[config.mk]
export PLATFORM = sky130hd
export DESIGN_NAME = nxd_timer
export DESIGN_NICKNAME = d
export VERILOG_FILES = /design/src/rtl/nxd_timer.sv
export SDC_FILE = /design/constraint.sdc
export NUM_CORES = 1
export LEC_CHECK = 0
export ABC_AREA = 1
export ABC_CLOCK_PERIOD_IN_PS = 1880
export CORE_ASPECT_RATIO = 1.25
export CORE_MARGIN = 2
export CORE_UTILIZATION = 52
export CTS_BUF_LIST = sky130_fd_sc_hd__clkbuf_8
export CTS_CLUSTER_SIZE = 40
export DETAILED_ROUTE_END_ITERATION = 12
export PLACE_DENSITY = 0.8
export SLEW_MARGIN = 0
export SYNTH_ARGS = -nofsm -noshare
export SYNTH_HDL_FRONTEND = slang
export SYNTH_SLANG_ARGS = --single-unit
[constraint.sdc]
create_clock -name clk -period 1.88 [get_ports clk]
set_input_delay 0.188 -clock clk [delete_from_list [all_inputs] [get_ports clk]]
set_output_delay 0.188 -clock clk [all_outputs]
set_load 0.03 [all_outputs]
[src/rtl/nxd_timer.sv]
`default_nettype none
// +----------------------------------------------------------------------------+
// | nxd_timer : KS-10 bus-cycle watchdog. Ends unacknowledged IO/memory cycles |
// |             and raises sticky NXD/NXM flags with the failing address.      |
// | Revision  : 1.0                                                            |
// +----------------------------------------------------------------------------+
module nxd_timer #(
  parameter int TIMEOUT    = 64,
  parameter int ADDR_WIDTH = 20
) (
  input  logic                  clk,
  input  logic                  rst,
  input  logic                  iolatch,
  input  logic                  busIO,
  input  logic [ADDR_WIDTH-1:0] busADDR,
  input  logic                  busACK,
  input  logic                  clrERR,
  output logic                  cpuWAIT,
  output logic                  cycDONE,
  output logic                  nxd,
  output logic                  nxm,
  output logic                  nxdINT,
  output logic [ADDR_WIDTH-1:0] errADDR
);

  localparam int                 c_CNT_W = $clog2(TIMEOUT);
  localparam logic [c_CNT_W-1:0] c_LIMIT = c_CNT_W'(TIMEOUT - 1);

  localparam logic [1:0] c_IDLE  = 2'd0;
  localparam logic [1:0] c_WAIT  = 2'd1;
  localparam logic [1:0] c_ACKED = 2'd2;
  localparam logic [1:0] c_TOUT  = 2'd3;

  logic [1:0]            state_q,    state_d;
  logic [c_CNT_W-1:0]    count_q,    count_d;
  logic                  iol_prev_q, iol_prev_d;
  logic                  cyc_io_q,   cyc_io_d;
  logic [ADDR_WIDTH-1:0] cyc_addr_q, cyc_addr_d;
  logic                  nxd_q,      nxd_d;
  logic                  nxm_q,      nxm_d;
  logic                  nxd_int_q,  nxd_int_d;
  logic [ADDR_WIDTH-1:0] err_addr_q, err_addr_d;
  logic                  w_start;
  logic                  w_tout_entry;

  assign w_start = iolatch & ~iol_prev_q;

  always_ff @(posedge clk or posedge rst) begin
    if (rst) begin
      state_q <= c_IDLE;
    end else begin
      state_q <= state_d;
    end
  end

  // Abort on a dropped latch outranks an ack, which outranks the timeout.
  always_comb begin
    state_d = state_q;
    case (state_q)
      c_IDLE: begin
        if (w_start) state_d = c_WAIT;
      end
      c_WAIT: begin
        if (!iolatch)               state_d = c_IDLE;
        else if (busACK)            state_d = c_ACKED;
        else if (count_q == c_LIMIT) state_d = c_TOUT;
      end
      c_ACKED, c_TOUT: begin
        if (!iolatch) state_d = c_IDLE;
      end
      default: state_d = c_IDLE;
    endcase
  end

  always_comb begin
    cpuWAIT = (state_q == c_WAIT);
    cycDONE = (state_q == c_ACKED) || (state_q == c_TOUT);
    nxd     = nxd_q;
    nxm     = nxm_q;
    nxdINT  = nxd_int_q;
    errADDR = err_addr_q;
  end

  always_comb begin
    iol_prev_d   = iolatch;
    count_d      = count_q;
    cyc_io_d     = cyc_io_q;
    cyc_addr_d   = cyc_addr_q;
    nxd_d        = nxd_q;
    nxm_d        = nxm_q;
    err_addr_d   = err_addr_q;
    w_tout_entry = (state_q == c_WAIT) && (state_d == c_TOUT);
    nxd_int_d    = w_tout_entry;

    if ((state_q == c_IDLE) && w_start) begin
      count_d    = '0;
      cyc_io_d   = busIO;
      cyc_addr_d = busADDR;
    end else if ((state_q == c_WAIT) && (state_d == c_WAIT)) begin
      count_d = count_q + c_CNT_W'(1);
    end

    if (clrERR) begin
      nxd_d      = 1'b0;
      nxm_d      = 1'b0;
      err_addr_d = '0;
    end

    // A new error beats a simultaneous clear; otherwise the first error keeps its address.
    if (w_tout_entry) begin
      if (cyc_io_q) nxd_d = 1'b1;
      else          nxm_d = 1'b1;
      if (clrERR || (!nxd_q && !nxm_q)) err_addr_d = cyc_addr_q;
    end
  end

  always_ff @(posedge clk or posedge rst) begin
    if (rst) begin
      count_q    <= '0;
      iol_prev_q <= 1'b0;
      cyc_io_q   <= 1'b0;
      cyc_addr_q <= '0;
      nxd_q      <= 1'b0;
      nxm_q      <= 1'b0;
      nxd_int_q  <= 1'b0;
      err_addr_q <= '0;
    end else begin
      count_q    <= count_d;
      iol_prev_q <= iol_prev_d;
      cyc_io_q   <= cyc_io_d;
      cyc_addr_q <= cyc_addr_d;
      nxd_q      <= nxd_d;
      nxm_q      <= nxm_d;
      nxd_int_q  <= nxd_int_d;
      err_addr_q <= err_addr_d;
    end
  end

endmodule
`default_nettype wire

; ---- Yosys cells after proc, flatten, opt, wreduce, memory -nomap -nowiden
; Cells that the tools add are included.
[word_totals]
register_bits = 53
in_bits = 26
output_inout_bits = 25
[op_classes]
add_sub_neg = 1
eq_ne = 6
n_mux = 17
n_bitwise = 2
reduce_logical = 11
[ops]
columns = cell, count
row1 = 20-bit two-way mux, 3
row2 = 6-bit two-way mux, 2
row3 = 2-bit two-way mux, 5
row4 = 6-bit by 1-bit adder with 6-bit output (second input constant), 1
row5 = 2-bit equality test (second input constant), 3
row6 = 6-bit equality test (second input constant), 1
row7 = 1-bit two-way mux, 6
row8 = 2-bit one-hot mux with 3 select lines, 1
row9 = 2-bit by 1-bit equality test with 1-bit output (second input constant), 2
row10 = 1-bit logical AND, 4
row11 = 1-bit zero test, 2
row12 = 2-bit zero test, 1
row13 = 1-bit logical OR, 2
row14 = 2-bit nonzero test, 1
row15 = 2-bit OR reduction, 1
row16 = 1-bit bitwise AND, 1
row17 = 1-bit NOT, 1

; ---- Longest topological paths before layout
; Gate-level depths: netlist of the first run.
[logic_depth]
depth_word = 9
depth_mapped = 8

; ---- Worst setup path before layout of the first run
; No wires, ideal clock.
[synth_timing]
path_type = flip-flop to flip-flop
startpoint = register count_q[0]
endpoint = register err_addr_q[0], in the netlist errADDR[0]
setup_ps = 118
arrival_time_ps = 1216
slack_ps = 545
stages_incl_launch_ff = 9
synth_period_minus_slack_ps = 1335
cell_sequence = dfrtp_1 -> ha_1 -> nand3_2 -> nor2_1 -> nor2_1 -> nor2_4 -> buf_6 -> nand4_1 -> nand2_1
[synth_between]
elab_chain_cells = 8
[synth_lines]
columns = item, line_no
row1 = "start, declared", 35  ; logic [c_CNT_W-1:0] count_q, count_d;
row2 = "start signal, assigned", 128  ; count_q <= count_d;
row3 = 6-bit equality test, 66  ; else if (count_q == c_LIMIT) state_d = c_TOUT;
row4 = 2-bit two-way mux, 66
row5 = 2-bit two-way mux, 65  ; else if (busACK) state_d = c_ACKED;
row6 = 2-bit two-way mux, 64  ; if (!iolatch) state_d = c_IDLE;
row7 = 2-bit one-hot mux with 3 select lines, 59  ; case (state_q)
row8 = 2-bit equality test, 92  ; w_tout_entry = (state_q == c_WAIT) && (state_d == c_TOUT);
row9 = 1-bit logical AND, 92
row10 = 20-bit two-way mux, 110  ; if (w_tout_entry) begin
row11 = net err_addr_d[0], 42  ; logic [ADDR_WIDTH-1:0] err_addr_q, err_addr_d;
row12 = "end signal, assigned", 135  ; err_addr_q <= err_addr_d;
row13 = "end, declared", 42
; The timed path passes the listed nets, and every way through them passes these cells.
; A chain may end at the register's enable or synchronous reset.

; ---- Worst setup path after layout of the first run
[layout_timing]
startpoint = register state_q[1]
endpoint = output cpuWAIT
[layout_between]
elab_chain_cells = 1
[layout_lines]
columns = item, line_no
row1 = "start, declared", 34  ; logic [1:0] state_q, state_d;
row2 = "start signal, assigned", 50  ; state_q <= c_IDLE;
row3 = "start signal, assigned", 52  ; state_q <= state_d;
row4 = 2-bit by 1-bit equality test with 1-bit output, 76  ; cpuWAIT = (state_q == c_WAIT);
row5 = "end, declared", 18  ; output logic cpuWAIT,
; No other way between the ends.

==> impl_metrics.ini, run 1 <==
[floorplan]
row_count = 27
core_area_um2 = 4430
initial_core_util = 0.543
die_w_um = 64.8
dieArea_um2 = 5190
ioPinCount = 51
die_h_um = 80.0

[worst_setup_path]
r2r_end = nxm
cp.buffers_inverters = 3
cp.arrival_ns = 1.57
crit_path_end_kind = primary output
path_cells = inv_2 > nand2_1 > inv_1 > clkdlybuf4s50_1
critPathLaunchType = register
cp_data_required_time_ns = 1.69
cp_slowest_cell = clkdlybuf4s50_1
worstReg2RegStart = count_q[0]
reg2regPathDepth = 8
worstSetupPathType = reg -> out
crit_family = buffers and inverters
cp_max_fo = 3
cp.depth = 4
r2r_slack_ns = 0.34
slowest_delay_ns = 0.66

[yosys]
ys_seq_area_frac = 0.552
synth.net_count = 327
synth_flop_cell = dfrtp_1
synthArstFlopShare = 1.00
synth_edf_count = 0
yosysTopAreaCellShare = 0.552
yosys.area.top_type = dfrtp_1
avgSynthCellArea_um2 = 8.01
synth_common_cells = nand2_1 (127), dfrtp_1 (53), inv_1 (31)
syn_area_um2 = 2400
synth_cell_types = 21
synth.most_common_cell = nand2_1
syn_inst = 300
ys.warnings.count = 0
ys_ff_latch = 53
synth.top_cells.by_area = dfrtp_1 (55%), nand2_1 (20%), nand4_1 (5.7%)

[placement]
dp_cells = 406
dpl.hpwl_mm = 3.39
finalWeightedCongestion = 0.793
io_buffers = 50
pre_cts_ws_ns = 0.205
place_area_um2 = 3000

[clock_network]
cts_buffers = 5
cts.reportedPaths.clkPinSlew_ns = 0.10
cts_sinks = 53
ctsRootBufferMaster = clkbuf_8
clock_path_buffers = 2
cts_tree = done
cts_repair_resize_count = 0
insertion_delay_ns = 0.31
cts_setup_buffers = 0
hold_buffers = 0
htreeDepth = 2

[global_route]
grt_max_degree = 54
grt_pass1_wl_mm = 8.34
grtUsageTotal = 0.208
grt_pass1_vias = 2034
antenna_found_initial = 0
overflow = 0

[status]
status = completed

[final_layout]
n_antenna_cell = 0
synthToLayoutAreaGrowth_pct = 29.7
design_area_um2 = 3120
fin_nets = 382
drive_above_1_share = 0.0871
layout.cells.non_filler = 414

[timing]
skew_ns = 0.0119
finalHoldViolations = 0
final_max_slew_viol_count = 0
finalCriticalPeriod_ns = 1.75
fin_ws_ns = 0.126
setup_violations = 0
fmax_ghz = 0.570
worstMarginPinSlew_ns = 0.319
grt_setup_unrepaired = no
fin_setup_tns_ns = 0
relSlewSlack = 0.786
finalCritPeriodShare = 0.933
whs_ns = 0.225

[worst_hold_path]
hold_class = in -> async

[power]
power.density_nw_per_um2 = 790
leakage_nw = 1.59
max-vdd-ir-drop_v = 0.000621

[drt]
ant_nets = 0
drtPass1Iterations = 5
drt_iter0_drc = 74
wl_per_cell_um = 11.7
vias_per_cell = 4.89
routed_wl_mm = 4.83
drc = 0
vias = 2023

[job]
maxCapViolations = 0
[placed cells by master (no fill, tap or decap)]
cell             Yosys  routed
inv_2                3       4
buf_12               0       1
clkdlybuf4s50_1      0      50
nand3_2              1       1
nor2_4               1       1
clkbuf_8             0       5
ha_1                 1       1
nand4_1             22      22
o21ai_0              4       4
buf_4                2      12
bufinv_16            0       1
clkinv_4             0       1
inv_1               31      30
nand2_1            127     127
o21bai_1             1       1
or2_0                1       1
nor2_2               2       2
nand2_2              2       2
dfrtp_1             53      53
nor2_1              26      26
xor2_1               3       3
clkinvlp_4           0       1
nand3_1              4       4
o21ai_1              3       3
[through the flow]
| stage | power (mW) | utilization |
|---|---|---|
| 2_1_floorplan | 1.57 | - |
| 3_3_place_gp | 1.70 | 0.679 |
| 3_5_place_dp | 1.71 | 0.679 |
| 4_1_cts | 2.48 | 0.705 |
| 5_1_grt | 2.60 | 0.705 |
| 6_report | 2.46 | 0.705 |
[worst min-delay path, stage by stage]
cell and delay (ns):
clkdlybuf4s50_1 0.41, inv_2 0.07, buf_12 0.26
[power breakdown]
part | internal, mW | switching (mW)
clock network | 0.399 | 0.379
registers | 1.26 | 0.0846
logic | 0.154 | 0.187
total | 1.81 | 0.650
[how the worst max path moves through the flow]
stage,startpoint,endpoint,slack [ns]
2_1_floorplan,rst,count_q[0],0.41
3_3_place_gp,iolatch,count_q[5],0.24
3_5_place_dp,iolatch,count_q[5],0.20
4_1_cts,state_q[1],cpuWAIT,0.11
5_1_grt,state_q[1],cpuWAIT,0.02
6_report,state_q[1],cpuWAIT,0.13
[per-layer routing]
metal / track usage / up-vias / share of wire
li1: - / 1022 / -
met1: 0.241 / 940 / 0.43
met2: 0.375 / 53 / 0.51
met3: 0.0451 / 8 / 0.046
met4: 0.0723 / 0 / 0.013
met5: 0 / - / 0
[final cells by class]
type                            instances  area, µm²
Sequential cell                        53       1330
Fill cell                             355       1310
Multi-Input combinational cell        198        866
Timing Repair Buffer                   63        611
Inverter                               34        128
Tap cell                               58       72.6
Clock buffer                            5       68.8
Clock inverter                          3       46.3
[registers in the layout, indices dropped and copies added (netlist names)]
name and cells:
cyc_addr_q 20, errADDR 20, count_q 6, state_q 2, cyc_io_q 1, iol_prev_q 1, nxd 1, nxdINT 1
nxm 1
[logic make-up after synthesis]
family,synth area share
AO/OA/AOI/OAI,0.0177
XOR/XNOR,0.0109
adder cells (fa/ha/maj),0.00520
buffers and inverters,0.0880
flip-flops,0.552
AND/OR/NAND/NOR,0.326
Note: power is estimated with default switching activity, not from simulation.
==> run 2, diff against run 1 <==
ABC_AREA = unset   (was 1)
CORE_ASPECT_RATIO = 0.9   (was 1.25)
PLACE_DENSITY = 0.81   (was 0.8)
==> run 2 against run 1 <==
Net effect: register-to-register slack worse by 0.21 ns; sequential cell count stayed put; routed wire length is 0.21% lower; total power is 8.0% lower; combinational power is 22% lower; count of clock-buffer cells in the layout is 2 higher; synthesized cell count is 44% lower; utilization is 0.41 points lower; critical path depth is 1 higher.
==> impl_metrics.ini, run 2 <==
[worst_setup_path]
cp_max_fo = 7
r2r_end = errADDR[4]
crit_family = flip-flops
critPathLaunchType = register
cp_slowest_cell = dfrtp_1
path_cells = ha_1 > and4_2 > o2111ai_2 > buf_4 > mux2_4
cp.buffers_inverters = 1
cp_data_required_time_ns = 2.08
worstReg2RegStart = count_q[0]
reg2regPathDepth = 5
crit_path_end_kind = register
cp.arrival_ns = 1.95
slowest_delay_ns = 0.40
r2r_slack_ns = 0.13
cp.depth = 5
worstSetupPathType = reg -> reg

[placement]
dpl.hpwl_mm = 3.56
finalWeightedCongestion = 0.776
io_buffers = 50

[drt]
drt_iter0_drc = 62
wl_per_cell_um = 16.6
drc = 0
routed_wl_mm = 4.82
drtPass1Iterations = 4
vias_per_cell = 5.20
vias = 1512
ant_nets = 0

[global_route]
grt_pass1_wl_mm = 7.98
grt_pass1_vias = 1616
antenna_found_initial = 0
grt_max_degree = 24
overflow = 0
grtUsageTotal = 0.219

[timing]
relSlewSlack = 0.650
skew_ns = 0.00472
fmax_ghz = 0.571
finalCriticalPeriod_ns = 1.75
setup_violations = 0
grt_setup_unrepaired = no
fin_setup_tns_ns = 0
finalHoldViolations = 0
worstMarginPinSlew_ns = 0.512
finalCritPeriodShare = 0.932
final_max_slew_viol_count = 0

[yosys]
synth_edf_count = 0
synth.top_cells.by_area = dfrtp_1 (56%), mux2_4 (13%), mux2_2 (10%)
synthArstFlopShare = 1.00
synth_common_cells = dfrtp_1 (53), nor2b_1 (24), mux2_2 (22)
synth.net_count = 196
yosys.area.top_type = dfrtp_1
synth_flop_cell = dfrtp_1
synth-xor-area-share = 0
yosys.area_share.simple = 0.113
synth.most_common_cell = dfrtp_1
yosysTopAreaCellShare = 0.561
syn_inst = 169
synth_compound_area_frac = 0.0508
synth_top_family_by_area = multiplexers
ys.warnings.count = 0
syn_area_um2 = 2360
muxShareOfSynthArea = 0.236
avgSynthCellArea_um2 = 14.0
synth_cell_types = 33
synthAdderAreaFrac = 0.00529
ys_seq_area_frac = 0.561
ys_ff_latch = 53

[clock_network]
cts_setup_buffers = 0
clock_path_buffers = 2
cts_sinks = 53
cts.reportedPaths.clkPinSlew_ns = 0.09
cts_buffers = 5
ctsRootBufferMaster = clkbuf_8
cts_tree = done
insertion_delay_ns = 0.31
htreeDepth = 2

[worst_hold_path]
hold_class = in -> async

[floorplan]
dieArea_um2 = 5100
initial_core_util = 0.537
die_w_um = 75.1
ioPinCount = 51
die_h_um = 68.0
row_count = 23
core_area_um2 = 4400

[job]
maxCapViolations = 0

[status]
status = completed

[power]
total_power_mw = 2.27
power.density_nw_per_um2 = 735
leakage_nw = 1.43
max-vdd-ir-drop_v = 0.000474

[final_layout]
n_antenna_cell = 0
final_cell_mix = dfrtp_1 (53), clkdlybuf4s50_1 (49), nor2b_1 (24)
fillerInstances = 305
drive_above_1_share = 0.288
ff_latch_area_um2 = 1330
synthToLayoutAreaGrowth_pct = 30.5
multi_input_area_um2 = 967
layout_commonest_cell = dfrtp_1
fin_nets = 255
[run 2: worst max-delay path by stage]
stage,startpoint,to,slack (ns)
floorplan,count_q[0],errADDR[0],0.30
global placement,busACK,errADDR[12],0.12
detailed placement,iolatch,errADDR[12],0.06
CTS,state_q[0],cpuWAIT,0.003
global route,count_q[0],errADDR[4],0.02
finish,count_q[0],errADDR[4],0.13
[run 2: repair_timing]
action | in CTS | in global routing
endpoints found under the setup margin | 0 | 18
hold buffers | 0 | 0
gates resized for setup | 0 | 3
[run 2: final cells by class]
cell class,instances,share of cell area
Tap cell,62,0.0252
Inverter,6,0.00730
Sequential cell,53,0.430
Clock inverter,1,0.00162
Multi-Input combinational cell,101,0.314
Timing Repair Buffer,61,0.191
Clock buffer,7,0.0312
[run 2: per-stage QoR]
step / std cells / hold WS, ns / setup slack, ns / cell area (µm²) / util
after floorplan: 169 / 0.219 / 0.298 / 2360 / -
after CTS: 291 / 0.215 / 0.00330 / 3080 / 0.699
final: 291 / 0.207 / 0.128 / 3080 / 0.700
after global placement: 283 / 0.479 / 0.120 / 2980 / 0.676
after detailed placement: 283 / 0.493 / 0.0621 / 2980 / 0.676
after global routing: 291 / 0.237 / 0.0158 / 3080 / 0.700
[run 2: per-layer routing]
metal  global-route usage  routed length, µm  vias up
met5                    0                  0        -
met2                0.366               2500       37
li1                     -                  -      702
met3               0.0677                247        8
met4               0.0848                 82        0
met1                0.265               1990      765
[run 2: worst register-to-register path, delay by kind of cell, from the launching register on]
kind	cells	cell delay, ns
mux	1	0.31
compound gates	1	0.14
fa+ha+maj	1	0.26
buf+inv	1	0.23
flops	1	0.40
simple gates	1	0.32
[run 2: cells by family (layout without fill, tap and decap cells)]
| group | Yosys count | after routing |
|---|---|---|
| buffers and inverters | 15 | 75 |
| DFF | 53 | 53 |
| AOI/OAI and AO/OA | 15 | 15 |
| muxes | 43 | 43 |
| adders and majority gates | 1 | 1 |
| and+or+nand+nor | 42 | 42 |
[run 2: power by group]
group / internal, mW / total [mW] / switching, mW
combinational: 0.161 / 0.266 / 0.105
sequential: 1.25 / 1.31 / 0.0658
clock: 0.333 / 0.689 / 0.356
total: 1.74 / 2.27 / 0.526
==> run 3, diff against run 2 <==
==> constraint.sdc (replaced) <==
create_clock -name clk -period 1.88 [get_ports clk]
set_input_delay 0.188 -clock clk [delete_from_list [all_inputs] [get_ports clk]]
set_output_delay 0.188 -clock clk [all_outputs]
set_load 0.02 [all_outputs]
==> run 3 against run 2 <==
Net effect: global-route usage unchanged; register-to-register slack about the same; via count increased by 0.20%; fmax decreased by 2.0%; count of clock-buffer cells in the layout unchanged; worst hold slack improved by 0.0010 ns; critical path depth decreased by 3; die area unchanged; routed wire length increased by 0.27%; sequential share of layout area about the same; combinational power about the same; design area about the same.
==> impl_metrics.ini, run 3 (synthesis results as in run 2) <==
[worst_setup_path]
crit_path_end_kind = primary output
cp_max_fo = 7
cp_data_required_time_ns = 1.69
worstSetupPathType = reg -> out
critPathLaunchType = register
cp.arrival_ns = 1.60

[final_layout]
synthToLayoutAreaGrowth_pct = 30.4
final_cell_mix = dfrtp_1 (53), clkdlybuf4s50_1 (50), nor2b_1 (24)
fin_nets = 255
n_antenna_cell = 0
layout_commonest_cell = dfrtp_1
drive_above_1_share = 0.288
fillerInstances = 304
fin_util = 0.700

[clock_network]
clock_path_buffers = 2
cts_tree = done
cts_buffers = 5
cts.reportedPaths.clkPinSlew_ns = 0.09
hold_buffers = 0
ctsRootBufferMaster = clkbuf_8
cts_sinks = 53
htreeDepth = 2
insertion_delay_ns = 0.31

[floorplan]
dieArea_um2 = 5100
ioPinCount = 51
die_w_um = 75.1
initial_core_util = 0.537
row_count = 23
core_area_um2 = 4400
die_h_um = 68.0

[drt]
drc = 0
routed_wl_mm = 4.83
wl_per_cell_um = 16.6
vias = 1515
drtPass1Iterations = 4
ant_nets = 0
drt_iter0_drc = 65
vias_per_cell = 5.21

[status]
status = completed

[power]
power.density_nw_per_um2 = 736
max-vdd-ir-drop_v = 0.000475
swShare = 0.232
p_seq_frac = 0.579
internal-power_mw = 1.74
comb_power_share = 0.116
leakage_nw = 1.41
p_clk_frac = 0.304
p_sw_mw = 0.526

[timing]
relSlewSlack = 0.647
finalCritPeriodShare = 0.951
finalHoldViolations = 0
worstMarginPinSlew_ns = 0.516
skew_ns = 0.00543
fin_setup_tns_ns = 0
setup_violations = 0
fmax_ghz = 0.559
final_max_slew_viol_count = 0
fin_ws_ns = 0.0916
grt_setup_unrepaired = no
finalCriticalPeriod_ns = 1.79

[global_route]
overflow = 0
grt_max_degree = 24
grt_pass1_vias = 1616
antenna_found_initial = 0
grtUsageTotal = 0.219
grt_pass1_wl_mm = 7.98

[placement]
pre_cts_ws_ns = 0.0621
dpl.hpwl_mm = 3.56
io_buffers = 50
finalWeightedCongestion = 0.776

[worst_hold_path]
hold_class = in -> async

[job]
maxCapViolations = 0
[run 3: changes by cell type in the layout (fill, tap and decap cells not counted)]
cell and delta:
clkdlybuf4s50_1 +1, dlymetal6s2s_1 -1
[run 3: worst paths after layout]
| check | cells past startpoint | end | slack, ns | from |
|---|---|---|---|---|
| min reg2reg | 1 | errADDR[13] | 0.51 | cyc_addr_q[13] |
| min in group clk | 3 | cyc_io_q | 0.47 | busIO |
| max in group asynchronous | 3 | errADDR[10] | 1.06 | rst |
| max | 2 | cpuWAIT | 0.09 | state_q[0] |
| max reg2reg | 5 | errADDR[0] | 0.13 | count_q[0] |
| min | 2 | cyc_addr_q[11] | 0.21 | rst |
[run 3: final cells by class]
cell class                      count  area [µm²]  area share
Sequential cell                    53        1330       0.430
Multi-Input combinational cell    101         967       0.314
Timing Repair Buffer               61         587       0.190
Clock buffer                        7        96.3      0.0313
Tap cell                           62        77.6      0.0252
Inverter                            6        22.5     0.00731
Clock inverter                      1        5.00     0.00162
[run 3: critical path, cell delays in order, from the launching register on]
cell	delay, ns
dfrtp_1	0.50
nor2b_1	0.18
clkdlybuf4s50_1	0.62
[run 3: layer usage]
layer	vias to the layer above	part of all wire	wire [µm]	global-route usage
met5	-	0	0	0
met1	766	0.41	1980	0.265
met4	0	0.017	82	0.0848
met3	8	0.053	257	0.0677
li1	701	-	-	-
met2	40	0.52	2510	0.366
[run 3: timing repair]
item / 4_1_cts / 5_1_grt
resized for setup: 0 / 2
buffers inserted: 0 / 0
setup endpoints to repair: 0 / 17
[run 3: power groups by stage]
stage / combinational, mW / sequential [mW] / clock, mW
final: 0.264 / 1.31 / 0.691
after global placement: 0.253 / 1.33 / 0
after floorplan: 0.164 / 1.31 / 0
after global routing: 0.290 / 1.33 / 0.763
after CTS: 0.269 / 1.32 / 0.713
after detailed placement: 0.268 / 1.34 / 0
[run 3: through the flow]
step	hold WS [ns]	instance area (µm²)	power, mW	instances
6_report	0.208	3080	2.27	291
5_1_grt	0.237	3080	2.38	291
4_1_cts	0.215	3080	2.30	291
3_5_place_dp	0.493	2980	1.61	283
3_3_place_gp	0.479	2980	1.58	283
2_1_floorplan	0.219	2360	1.48	169
